===== src/rtl/pc_update_ctrl_pkg.sv =====
// Shared definitions for the PC-update sequencer: PC-source, request-kind,
// branch-type and FSM state encodings, plus the branch and cause decoders.
package pc_update_ctrl_pkg;

  typedef enum logic [2:0] {
    SRC_ALU    = 3'd0,
    SRC_ALUOUT = 3'd1,
    SRC_JUMP   = 3'd2,
    SRC_MDR    = 3'd3,
    SRC_EPC    = 3'd4,
    SRC_VEC    = 3'd5
  } pc_src_e;

  typedef enum logic [2:0] {
    KIND_SEQ    = 3'd0,
    KIND_BRANCH = 3'd1,
    KIND_JUMP   = 3'd2,
    KIND_JR     = 3'd3,
    KIND_RTE    = 3'd4,
    KIND_EXC    = 3'd5
  } req_kind_e;

  typedef enum logic [1:0] {
    BR_EQ = 2'd0,
    BR_NE = 2'd1,
    BR_LE = 2'd2,
    BR_GT = 2'd3
  } br_type_e;

  typedef enum logic [2:0] {
    S_IDLE     = 3'd0,
    S_EXEC     = 3'd1,
    S_EXC_EPC  = 3'd2,
    S_EXC_VEC  = 3'd3,
    S_EXC_WAIT = 3'd4,
    S_EXC_MDR  = 3'd5,
    S_EXC_LOAD = 3'd6,
    S_FINISH   = 3'd7
  } state_e;

  function automatic logic branch_taken(input logic [1:0] br, input logic zero,
                                        input logic gt);
    logic taken;
    case (br)
      BR_EQ:   taken = zero;
      BR_NE:   taken = ~zero;
      BR_LE:   taken = ~gt;
      default: taken = gt;
    endcase
    return taken;
  endfunction

  // Cause bits are {div0, ovf, opc}; opc wins, and an empty cause also maps to opc.
  function automatic logic [7:0] cause_vec(input logic [2:0] cause, input logic [7:0] v_opc,
                                           input logic [7:0] v_ovf, input logic [7:0] v_div0);
    logic [7:0] v;
    if (cause[0] || cause == 3'b000) v = v_opc;
    else if (cause[1])               v = v_ovf;
    else                             v = v_div0;
    return v;
  endfunction

endpackage


===== src/rtl/pc_update_ctrl_if.sv =====
// Request/response bundle between the main control FSM (master) and the
// PC-update sequencer (slave), including the PC/EPC/MDR strobes.
interface pc_update_ctrl_if;
  logic        req_valid;
  logic        req_ready;
  logic [2:0]  req_kind;
  logic [1:0]  br_type;
  logic        alu_zero;
  logic        alu_gt;
  logic [2:0]  exc_cause;
  logic [2:0]  pc_source;
  logic        pc_write;
  logic        epc_write;
  logic [31:0] vec_addr;
  logic        mem_rd;
  logic        mdr_write;
  logic        done;
  logic        br_taken;

  modport master (
    output req_valid, req_kind, br_type, alu_zero, alu_gt, exc_cause,
    input  req_ready, pc_source, pc_write, epc_write, vec_addr, mem_rd,
           mdr_write, done, br_taken
  );

  modport slave (
    input  req_valid, req_kind, br_type, alu_zero, alu_gt, exc_cause,
    output req_ready, pc_source, pc_write, epc_write, vec_addr, mem_rd,
           mdr_write, done, br_taken
  );
endinterface


===== src/rtl/pc_update_ctrl_lat_counter.sv =====
// Loadable 4-bit down-counter timing the memory-latency wait of the
// exception vector fetch; saturates at zero.
module lat_counter #(
  parameter int unsigned WIDTH = 4
) (
  input  logic             clk,
  input  logic             rst,
  input  logic             i_load,
  input  logic [WIDTH-1:0] i_load_val,
  input  logic             i_dec,
  output logic             o_zero
);

  logic [WIDTH-1:0] r_count;

  always_ff @(posedge clk or posedge rst) begin
    if (rst) begin
      r_count <= '0;
    end else if (i_load) begin
      r_count <= i_load_val;
    end else if (i_dec && r_count != '0) begin
      r_count <= r_count - WIDTH'(1);
    end
  end

  assign o_zero = (r_count == '0);

endmodule


===== src/rtl/pc_update_ctrl.sv =====
// Multicycle sequencer owning every PC update: PC-source select, PC/EPC write
// strobes and the exception-vector fetch. All outputs are registered.
module pc_update_ctrl
  import pc_update_ctrl_pkg::*;
#(
  parameter int unsigned MEM_LAT  = 2,
  parameter logic [7:0]  VEC_OPC  = 8'd253,
  parameter logic [7:0]  VEC_OVF  = 8'd254,
  parameter logic [7:0]  VEC_DIV0 = 8'd255
) (
  input  logic            clk,
  input  logic            reset,
  pc_update_ctrl_if.slave bus
);

  localparam logic [3:0] LAT_LOAD = (MEM_LAT > 1) ? 4'(MEM_LAT - 2) : 4'd0;

  state_e      r_state, w_next;
  logic [2:0]  r_kind;
  logic        r_taken;
  logic [7:0]  r_vec;

  logic        r_req_ready, w_req_ready;
  pc_src_e     r_pc_source, w_pc_source;
  logic        r_pc_write, w_pc_write;
  logic        r_epc_write, w_epc_write;
  logic [31:0] r_vec_addr, w_vec_addr;
  logic        r_mem_rd, w_mem_rd;
  logic        r_mdr_write, w_mdr_write;
  logic        r_done, w_done;
  logic        r_br_taken, w_br_taken;

  logic        w_accept;
  logic [2:0]  w_kind;
  logic        w_taken;
  logic        w_cnt_zero;

  assign w_accept = (r_state == S_IDLE) && bus.req_valid;
  // Outputs are registered from the next state, so the EXEC decode must see the
  // request fields live on the accepting edge rather than their captured copies.
  assign w_kind   = w_accept ? bus.req_kind : r_kind;
  assign w_taken  = w_accept ? branch_taken(bus.br_type, bus.alu_zero, bus.alu_gt) : r_taken;

  lat_counter #(.WIDTH(4)) u_lat (
    .clk        (clk),
    .rst        (reset),
    .i_load     (r_state == S_EXC_VEC),
    .i_load_val (LAT_LOAD),
    .i_dec      (r_state == S_EXC_WAIT),
    .o_zero     (w_cnt_zero)
  );

  always_ff @(posedge clk or posedge reset) begin
    if (reset) r_state <= S_IDLE;
    else       r_state <= w_next;
  end

  always_comb begin
    w_next = r_state;
    case (r_state)
      S_IDLE:     if (bus.req_valid) w_next = (bus.req_kind == KIND_EXC) ? S_EXC_EPC : S_EXEC;
      S_EXEC:     w_next = S_IDLE;
      S_EXC_EPC:  w_next = S_EXC_VEC;
      S_EXC_VEC:  w_next = (MEM_LAT > 1) ? S_EXC_WAIT : S_EXC_MDR;
      S_EXC_WAIT: if (w_cnt_zero) w_next = S_EXC_MDR;
      S_EXC_MDR:  w_next = S_EXC_LOAD;
      S_EXC_LOAD: w_next = S_IDLE;
      default:    w_next = S_IDLE;
    endcase
  end

  always_comb begin
    w_req_ready = 1'b0;
    w_pc_source = r_pc_source;
    w_pc_write  = 1'b0;
    w_epc_write = 1'b0;
    w_vec_addr  = r_vec_addr;
    w_mem_rd    = 1'b0;
    w_mdr_write = 1'b0;
    w_done      = 1'b0;
    w_br_taken  = 1'b0;
    case (w_next)
      S_IDLE: w_req_ready = 1'b1;
      S_EXEC: begin
        w_done = 1'b1;
        case (w_kind)
          KIND_SEQ:    begin w_pc_write = 1'b1; w_pc_source = SRC_ALU;  end
          KIND_JUMP:   begin w_pc_write = 1'b1; w_pc_source = SRC_JUMP; end
          KIND_JR:     begin w_pc_write = 1'b1; w_pc_source = SRC_ALUOUT; end
          KIND_RTE:    begin w_pc_write = 1'b1; w_pc_source = SRC_EPC;  end
          KIND_BRANCH: begin
            w_pc_write = w_taken;
            w_br_taken = w_taken;
            if (w_taken) w_pc_source = SRC_ALUOUT;
          end
          default: ;
        endcase
      end
      S_EXC_EPC:  w_epc_write = 1'b1;
      S_EXC_VEC:  begin w_mem_rd = 1'b1; w_vec_addr = {24'd0, r_vec}; end
      S_EXC_WAIT: w_mem_rd = 1'b1;
      S_EXC_MDR:  w_mdr_write = 1'b1;
      S_EXC_LOAD: begin w_pc_write = 1'b1; w_pc_source = SRC_VEC; w_done = 1'b1; end
      default: ;
    endcase
  end

  always_ff @(posedge clk or posedge reset) begin
    if (reset) begin
      r_kind      <= '0;
      r_taken     <= 1'b0;
      r_vec       <= '0;
      r_req_ready <= 1'b1;
      r_pc_source <= SRC_ALU;
      r_pc_write  <= 1'b0;
      r_epc_write <= 1'b0;
      r_vec_addr  <= '0;
      r_mem_rd    <= 1'b0;
      r_mdr_write <= 1'b0;
      r_done      <= 1'b0;
      r_br_taken  <= 1'b0;
    end else begin
      if (w_accept) begin
        r_kind  <= bus.req_kind;
        r_taken <= branch_taken(bus.br_type, bus.alu_zero, bus.alu_gt);
        r_vec   <= cause_vec(bus.exc_cause, VEC_OPC, VEC_OVF, VEC_DIV0);
      end
      r_req_ready <= w_req_ready;
      r_pc_source <= w_pc_source;
      r_pc_write  <= w_pc_write;
      r_epc_write <= w_epc_write;
      r_vec_addr  <= w_vec_addr;
      r_mem_rd    <= w_mem_rd;
      r_mdr_write <= w_mdr_write;
      r_done      <= w_done;
      r_br_taken  <= w_br_taken;
    end
  end

  assign bus.req_ready = r_req_ready;
  assign bus.pc_source = r_pc_source;
  assign bus.pc_write  = r_pc_write;
  assign bus.epc_write = r_epc_write;
  assign bus.vec_addr  = r_vec_addr;
  assign bus.mem_rd    = r_mem_rd;
  assign bus.mdr_write = r_mdr_write;
  assign bus.done      = r_done;
  assign bus.br_taken  = r_br_taken;

endmodule

===== src/flat_wrapper.sv =====
// flat-port wrapper written by rule: the top's interface ports become plain ports
module pc_update_ctrl_flat import pc_update_ctrl_pkg::*;
#(
  parameter int unsigned MEM_LAT  = 2,
  parameter logic [7:0]  VEC_OPC  = 8'd253,
  parameter logic [7:0]  VEC_OVF  = 8'd254,
  parameter logic [7:0]  VEC_DIV0 = 8'd255
)
  (clk, reset, bus_req_valid, bus_req_kind, bus_br_type, bus_alu_zero, bus_alu_gt, bus_exc_cause, bus_req_ready, bus_pc_source, bus_pc_write, bus_epc_write, bus_vec_addr, bus_mem_rd, bus_mdr_write, bus_done, bus_br_taken);
  pc_update_ctrl_if bus_i ();
  input  logic clk;
  input  logic reset;
  input wire logic [$bits(bus_i.req_valid)-1:0] bus_req_valid;
  input wire logic [$bits(bus_i.req_kind)-1:0] bus_req_kind;
  input wire logic [$bits(bus_i.br_type)-1:0] bus_br_type;
  input wire logic [$bits(bus_i.alu_zero)-1:0] bus_alu_zero;
  input wire logic [$bits(bus_i.alu_gt)-1:0] bus_alu_gt;
  input wire logic [$bits(bus_i.exc_cause)-1:0] bus_exc_cause;
  output wire logic [$bits(bus_i.req_ready)-1:0] bus_req_ready;
  output wire logic [$bits(bus_i.pc_source)-1:0] bus_pc_source;
  output wire logic [$bits(bus_i.pc_write)-1:0] bus_pc_write;
  output wire logic [$bits(bus_i.epc_write)-1:0] bus_epc_write;
  output wire logic [$bits(bus_i.vec_addr)-1:0] bus_vec_addr;
  output wire logic [$bits(bus_i.mem_rd)-1:0] bus_mem_rd;
  output wire logic [$bits(bus_i.mdr_write)-1:0] bus_mdr_write;
  output wire logic [$bits(bus_i.done)-1:0] bus_done;
  output wire logic [$bits(bus_i.br_taken)-1:0] bus_br_taken;
  assign bus_i.req_valid = bus_req_valid;
  assign bus_i.req_kind = bus_req_kind;
  assign bus_i.br_type = bus_br_type;
  assign bus_i.alu_zero = bus_alu_zero;
  assign bus_i.alu_gt = bus_alu_gt;
  assign bus_i.exc_cause = bus_exc_cause;
  assign bus_req_ready = bus_i.req_ready;
  assign bus_pc_source = bus_i.pc_source;
  assign bus_pc_write = bus_i.pc_write;
  assign bus_epc_write = bus_i.epc_write;
  assign bus_vec_addr = bus_i.vec_addr;
  assign bus_mem_rd = bus_i.mem_rd;
  assign bus_mdr_write = bus_i.mdr_write;
  assign bus_done = bus_i.done;
  assign bus_br_taken = bus_i.br_taken;
  pc_update_ctrl #(.MEM_LAT(MEM_LAT), .VEC_OPC(VEC_OPC), .VEC_OVF(VEC_OVF), .VEC_DIV0(VEC_DIV0)) u_core (.clk(clk), .reset(reset), .bus(bus_i));
endmodule

===== config.mk =====
export PLATFORM = sky130hd
export DESIGN_NAME = pc_update_ctrl_flat
export DESIGN_NICKNAME = d
export VERILOG_FILES = /design/src/rtl/pc_update_ctrl_pkg.sv /design/src/rtl/pc_update_ctrl_if.sv /design/src/rtl/pc_update_ctrl_lat_counter.sv /design/src/rtl/pc_update_ctrl.sv /design/src/flat_wrapper.sv
export SDC_FILE = /design/constraint.sdc
export NUM_CORES = 1
export LEC_CHECK = 0
export CAP_MARGIN = 40
export CORE_UTILIZATION = 42
export DETAILED_ROUTE_END_ITERATION = 6
export MAX_ROUTING_LAYER = met4
export PLACE_DENSITY = 0.9
export SLEW_MARGIN = 10
export SYNTH_ARGS = -nofsm -noshare
export SYNTH_HDL_FRONTEND = slang
export SYNTH_SLANG_ARGS = --single-unit

===== constraint.sdc =====
create_clock -name clk -period 2 [get_ports clk]
set_input_delay 0.2 -clock clk [delete_from_list [all_inputs] [get_ports clk]]
set_output_delay 0.2 -clock clk [all_outputs]
set_load 0.02 [all_outputs]

# Word-level counts from Yosys, hierarchy flattened
# Index checks and enable logic that the tools add are counted.
dict set report word_totals {
  ff_bits 37
  in_bits 13
  output_inout_bits 42
}
dict set report classes {
  n_addsub 1
  eq_ne 19
  n_mux 23
  bitwise_logic 2
  reduce_logical 16
}
# cell count
set ops {}
lappend ops {{$pmux 3 s5} 2}
lappend ops {{$eq 3x3->1 const B} 7}
lappend ops {{$eq 3x2->1 const B} 6}
lappend ops {{$logic_not 3->1} 4}
lappend ops {{$mux 3} 4}
lappend ops {{$mux 1} 9}
lappend ops {{$mux 4} 2}
lappend ops {{$mux 8} 1}
lappend ops {{$eq 3x1->1 const B} 2}
lappend ops {{$ne 6x5->1 const B} 1}
lappend ops {{$pmux 3 s2} 1}
lappend ops {{$logic_not 4->1} 1}
lappend ops {{$pmux 1 s2} 2}
lappend ops {{$reduce_bool 2->1} 2}
lappend ops {{$reduce_bool 4->1} 1}
lappend ops {{$reduce_or 2->1} 2}
lappend ops {{$reduce_or 4->1} 1}
lappend ops {{$sub 4x1->4 const B} 1}
lappend ops {{$ne 3x2->1 const B} 1}
lappend ops {{$pmux 1 s3} 1}
lappend ops {{$reduce_and 3->1} 1}
lappend ops {{$eq 2x1->1 const B} 1}
lappend ops {{$eq 2x2->1 const B} 1}
lappend ops {{$logic_and 1x1->1} 2}
lappend ops {{4 further kinds} 5}

# Longest topological paths before layout
dict set report depth {
  word_depth 7
  ltp_mapped 7
  depth_no_buf 6
}

# Cells and area by module
# A second synthesis with hierarchy kept.
dict set report hier_totals {
  hier_cells 138
  hier_area_um2 1338.8
}
# module n_inst cells_per_inst area_each_um2 seq_area_each_um2
set by_module_without_submodules {}
lappend by_module_without_submodules {pc_update_ctrl 1 110 1077.3 476.7}
lappend by_module_without_submodules {lat_counter 1 28 261.5 100.1}

# Worst setup path after synthesis
# Ideal clock, no wire load.
dict set report synth_timing {
  kind {register to register}
  start {register u_core.r_state[0]}
  end {register u_core.r_pc_source[1] (netlist: u_core.bus.pc_source[1])}
  setup_ns 0.125
  t_arrival_ns 1.461
  t_required_ns 1.875
  slack_ns 0.414
  path_stages_with_launch 7
  n_path_buf 3
  period_less_slack_ns 1.586
  path_cell_list {dfrtp_1 buf_6 or4b_1 buf_2 buf_6 a31oi_1 o21ai_1}
}
dict set report synth_via {
  elab_chain_cells 6
}
# item line_no
set synth_lines {}
lappend synth_lines {{start: declaration} pc_update_ctrl.sv:18} ;# state_e r_state, w_next;
lappend synth_lines {{start signal: assignment} pc_update_ctrl.sv:55} ;# else r_state <= w_next;
lappend synth_lines {{parallel branches: the longest is 6 deep, another holds $ne 6x5->1} n/a}
lappend synth_lines {{end signal: assignment} pc_update_ctrl.sv:129} ;# r_pc_source <= w_pc_source;
lappend synth_lines {{end: declaration} pc_update_ctrl.sv:24} ;# pc_src_e r_pc_source, w_pc_source;
# Several ways; the timed one is not identified.
# A chain may end at the register's enable or synchronous reset.

# Worst setup path after layout
dict set report layout_timing {
  start {register u_core.r_state[1]}
  end {register u_core.r_pc_source[1] (netlist: u_core.bus.pc_source[1])}
}
# The elaborated chain is that of the path after synthesis.

==> metrics.txt <==
# TYPE chip_impl_metric gauge
chip_impl_metric{name="synth_cells",unit=""} 135
chip_impl_metric{name="drtPass1Iterations",unit=""} 4
chip_impl_info{name="run_status",value="complete, no violations"} 1
chip_impl_metric{name="yosys_warnings",unit=""} 0
chip_impl_metric{name="share_comb_of_total_power",unit="%"} 48.6
chip_impl_info{name="cp_slowest_cell",value="sky130_fd_sc_hd__or4b_1"} 1
chip_impl_info{name="timing.hold.worst.class",value="in2async"} 1
chip_impl_info{name="grt_setup_unrepaired",value="false"} 1
chip_impl_metric{name="fin_setup_tns",unit="ns"} 0
chip_impl_info{name="mostFrequentLayoutCell",value="sky130_fd_sc_hd__clkdlybuf4s50_1"} 1
chip_impl_metric{name="synthDominantCellAreaShare",unit="%"} 40.9
chip_impl_info{name="critical_path.cell_chain",value="or4b_1, nor4b_2, a31oi_1, o21ai_1"} 1
chip_impl_metric{name="worst_pin_slew",unit="ns"} 0.551
chip_impl_info{name="setup.worst_path.start_class",value="flop"} 1
chip_impl_metric{name="numPortBuffers",unit=""} 30
chip_impl_info{name="timing.critical_path.from",value="u_core.r_state[1]"} 1
chip_impl_metric{name="worstPathRequired",unit="ns"} 2.25
chip_impl_metric{name="internal_power_of_the_cells",unit="mW"} 1.11
chip_impl_metric{name="clock_sinks",unit=""} 23
chip_impl_info{name="synth.area.top_cells",value="sky130_fd_sc_hd__dfrtp_1, sky130_fd_sc_hd__buf_4, sky130_fd_sc_hd__nor2_1"} 1
chip_impl_metric{name="cts_made_buffers",unit=""} 3
chip_impl_metric{name="grt_start_max_net_pins",unit=""} 24
chip_impl_metric{name="flow.area_growth_from_synthesis",unit="%"} 17.9
chip_impl_metric{name="numPlacedInstances",unit=""} 201
chip_impl_metric{name="floorplan.io_pins",unit=""} 55
chip_impl_metric{name="cp_max_fo",unit=""} 9
chip_impl_metric{name="ys_seq_area_share",unit="%"} 42.8
chip_impl_metric{name="power.share.sequential",unit="%"} 39.5
chip_impl_metric{name="insertion_delay",unit="ns"} 0.31
chip_impl_metric{name="postLayoutSetupSlackWorst",unit="ns"} 0.252
chip_impl_metric{name="ys_async_sr_fraction",unit="%"} 100
chip_impl_metric{name="multi_input_gate_area_in_the_final_layout",unit="sq um"} 584
chip_impl_metric{name="antenna_cells_inserted",unit=""} 0
chip_impl_metric{name="start_util",unit="%"} 44.1
chip_impl_metric{name="die_height",unit="um"} 58.6
chip_impl_metric{name="clock_edge_transition_at_the_registers_on_the_reported_setup_and_hold_paths",unit="ns"} 0.12
chip_impl_metric{name="synth.avg_cell_area",unit="sq um"} 9.97
chip_impl_metric{name="cp_slowest_stage_delay",unit="ns"} 0.73
chip_impl_metric{name="worstRegToRegCells",unit=""} 4
chip_impl_metric{name="cts.repair.resized",unit=""} 0
chip_impl_metric{name="core.rowCount",unit=""} 20
chip_impl_info{name="setup.worst_path.class",value="reg2reg"} 1
chip_impl_metric{name="timing.max_cap.violations",unit=""} 0
chip_impl_metric{name="synth-edff-count",unit=""} 0
chip_impl_metric{name="p_sw",unit="mW"} 0.703
chip_impl_info{name="cts_tree",value="yes"} 1
chip_impl_metric{name="ant_nets",unit=""} 0
chip_impl_metric{name="register_to_register_setup_slack",unit="ns"} 0.25
chip_impl_metric{name="timing.final.crit_share",unit="%"} 87.4
chip_impl_metric{name="vdd.ir_drop.worst",unit="uV"} 364
chip_impl_metric{name="netlist_area",unit="sq mm"} 0.00135
chip_impl_metric{name="final_cell_area",unit="sq mm"} 0.00159
chip_impl_metric{name="worstPathArrival",unit="ns"} 2.00
chip_impl_metric{name="period_minus_slack",unit="ns"} 1.75
chip_impl_info{name="regToRegStartpoint",value="u_core.r_state[1]"} 1
chip_impl_metric{name="drc_viols",unit=""} 0
chip_impl_info{name="primary_flip_flop_cell_chosen_by_synthesis_mapping",value="sky130_fd_sc_hd__dfrtp_1"} 1
chip_impl_metric{name="drtIter0Drc",unit=""} 20
chip_impl_metric{name="gpl.final_weighted_congestion",unit=""} 0.852
chip_impl_metric{name="detail_route.wl_per_cell",unit="um"} 9.92
chip_impl_metric{name="grt_antenna_before_repair",unit=""} 0
chip_impl_metric{name="drive_above_1_share",unit="%"} 12.4
chip_impl_info{name="synth_area_leader_cell",value="sky130_fd_sc_hd__dfrtp_1"} 1
chip_impl_metric{name="power_per_cell_area",unit="mW/mm^2"} 1140
chip_impl_metric{name="setup_slack_at_placement",unit="ns"} 0.0900
chip_impl_metric{name="hold_buffers",unit=""} 0
chip_impl_metric{name="power.clock.fraction",unit="%"} 11.9
chip_impl_metric{name="num-nets-final",unit=""} 177
chip_impl_metric{name="maxClockFrequency",unit="GHz"} 0.572
chip_impl_metric{name="grt_first_pass_wirelength",unit="mm"} 3.28
chip_impl_metric{name="post_cts_buffers",unit=""} 0
chip_impl_metric{name="synthDistinctLibCells",unit=""} 40
chip_impl_metric{name="global_route_total_usage_across_every_layer",unit="%"} 13.7
chip_impl_info{name="layout_common_cells",value="sky130_fd_sc_hd__clkdlybuf4s50_1, sky130_fd_sc_hd__conb_1, sky130_fd_sc_hd__dfrtp_1, sky130_fd_sc_hd__nor2_1, sky130_fd_sc_hd__nand2_1"} 1
chip_impl_metric{name="die_area",unit="sq mm"} 0.00344
chip_impl_metric{name="yosys_register_bits",unit=""} 23
chip_impl_metric{name="htree_num_levels",unit=""} 1
chip_impl_info{name="critPathCaptureType",value="flop"} 1
chip_impl_metric{name="grt_pass1_vias",unit=""} 774
chip_impl_metric{name="hold_viol",unit=""} 0
chip_impl_metric{name="slew_violations",unit=""} 0
chip_impl_metric{name="maxSlewHeadroom",unit="%"} 63.2
chip_impl_metric{name="fill_cell_instance_count_of_the_final_layout",unit=""} 294
chip_impl_metric{name="fin_cells",unit=""} 205
chip_impl_metric{name="dr_total_vias",unit=""} 912
chip_impl_info{name="r2r_end",value="u_core.bus.pc_source[1]"} 1
chip_impl_metric{name="placeableCoreArea",unit="sq mm"} 0.00305
chip_impl_metric{name="leakage",unit="nW"} 0.724
chip_impl_metric{name="final.setup_skew",unit="ns"} 0.00585
chip_impl_metric{name="post_drt_via_cell_ratio",unit=""} 4.45
chip_impl_metric{name="place_hpwl",unit="mm"} 1.61
chip_impl_metric{name="route.final.wire_length",unit="mm"} 2.03
chip_impl_metric{name="sw_frac_of_total",unit="%"} 38.8
chip_impl_metric{name="final-setup-viol-count",unit=""} 0
chip_impl_metric{name="placedInstanceArea",unit="sq mm"} 0.00156
chip_impl_metric{name="clock_tree.buffer_depth",unit=""} 2
chip_impl_metric{name="final-seq-area",unit="sq um"} 577
chip_impl_info{name="cts.root.buffer_cell",value="sky130_fd_sc_hd__clkbuf_4"} 1
chip_impl_metric{name="grt_overflow_total",unit=""} 0
chip_impl_metric{name="chipWidth",unit="um"} 58.6
==> cells in the mapped netlist, types with 2 or more instances <==
library cell,instances
sky130_fd_sc_hd__buf_4,29
sky130_fd_sc_hd__dfrtp_1,22
sky130_fd_sc_hd__nor2_1,12
sky130_fd_sc_hd__nand2_1,11
sky130_fd_sc_hd__inv_1,5
sky130_fd_sc_hd__nand2b_1,5
sky130_fd_sc_hd__a31oi_1,4
sky130_fd_sc_hd__mux2_2,3
sky130_fd_sc_hd__nand3_1,3
sky130_fd_sc_hd__a21oi_1,2
sky130_fd_sc_hd__and2_2,2
sky130_fd_sc_hd__buf_6,2
sky130_fd_sc_hd__clkbuf_1,2
sky130_fd_sc_hd__ha_1,2
sky130_fd_sc_hd__nor2b_1,2
sky130_fd_sc_hd__nor3_1,2
sky130_fd_sc_hd__or2_2,2
sky130_fd_sc_hd__xnor2_1,2
sky130_fd_sc_hd__xor2_1,2
==> worst max-delay path: cells and delay by family, from the launching register on <==
family | cells | cell delay (ns)
flip-flops | 1 | 0.49
AO/OA/AOI/OAI | 2 | 0.17
AND/OR/NAND/NOR | 2 | 1.02
==> worst max-delay path by stage <==
| stage | to | slack, ns | cells past startpoint |
|---|---|---|---|
| detailed placement | u_core.bus.pc_source[1] | 0.09 | 5 |
| CTS | u_core.bus.pc_source[1] | 0.24 | 4 |
| global route | u_core.bus.pc_source[1] | 0.16 | 4 |
| floorplan | u_core.bus.pc_source[1] | 0.41 | 6 |
| finish | u_core.bus.pc_source[1] | 0.25 | 4 |
| global placement | u_core.bus.pc_source[1] | 0.17 | 5 |
==> cell families (layout without fill, tap and decap cells) <==
family / count (synthesis) / after routing / synth area share (%)
DFF: 23 / 23 / 42.8
muxes: 4 / 4 / 3.25
adders and majority gates: 2 / 2 / 1.86
other: 1 / 24 / 0.279
buffers and inverters: 39 / 42 / 20.2
and+or+nand+nor: 49 / 49 / 22.2
AOI/OAI and AO/OA: 13 / 13 / 6.78
xor gates and xnor gates: 4 / 4 / 2.60
==> power by group through the flow <==
stage	clock, mW	sequential [mW]	combinational [mW]
detailed placement	0	0.728	0.885
finish	0.215	0.715	0.880
global placement	0	0.720	0.870
global route	0.245	0.738	0.959
CTS	0.219	0.718	0.887
floorplan	0	0.829	0.529
==> layout make-up <==
cell class / instances / share of cell area, %
well taps: 44 / 3.47
repair buffers: 33 / 20.3
flip-flops and latches: 23 / 36.3
multi-input cells: 96 / 36.8
inverters: 5 / 1.18
clock buffers: 3 / 1.42
clock inverters: 1 / 0.473
==> per-stage QoR <==
stage	hold slack [ns]	total power [mW]	util [%]
after global placement	0.448	1.59	51.0
after global routing	0.216	1.94	52.0
after CTS	0.205	1.82	52.0
after detailed placement	0.460	1.61	51.0
after floorplan	0.201	1.36	-
final	0.203	1.81	52.0
==> per-layer routing <==
metal  share of wire, %  wire (um)  global-route usage [%]  vias up
li1                   -          -                       -      446
met1                 46        937                    16.4      423
met2                 46        931                    20.5       39
met3                4.9        100                    2.20        4
met4                3.1         63                    10.9        0
met5                  0          0                       -        -
==> sequential cells by signal (all words and copies together) (netlist names), 3 cells and up <==
name,count
u_core.r_vec,3
u_core.bus.vec_addr,3
u_core.r_state,3
u_core.u_lat.r_count,4
u_core.bus.pc_source,3
No activity file was read; power rests on OpenSTA's default activity.
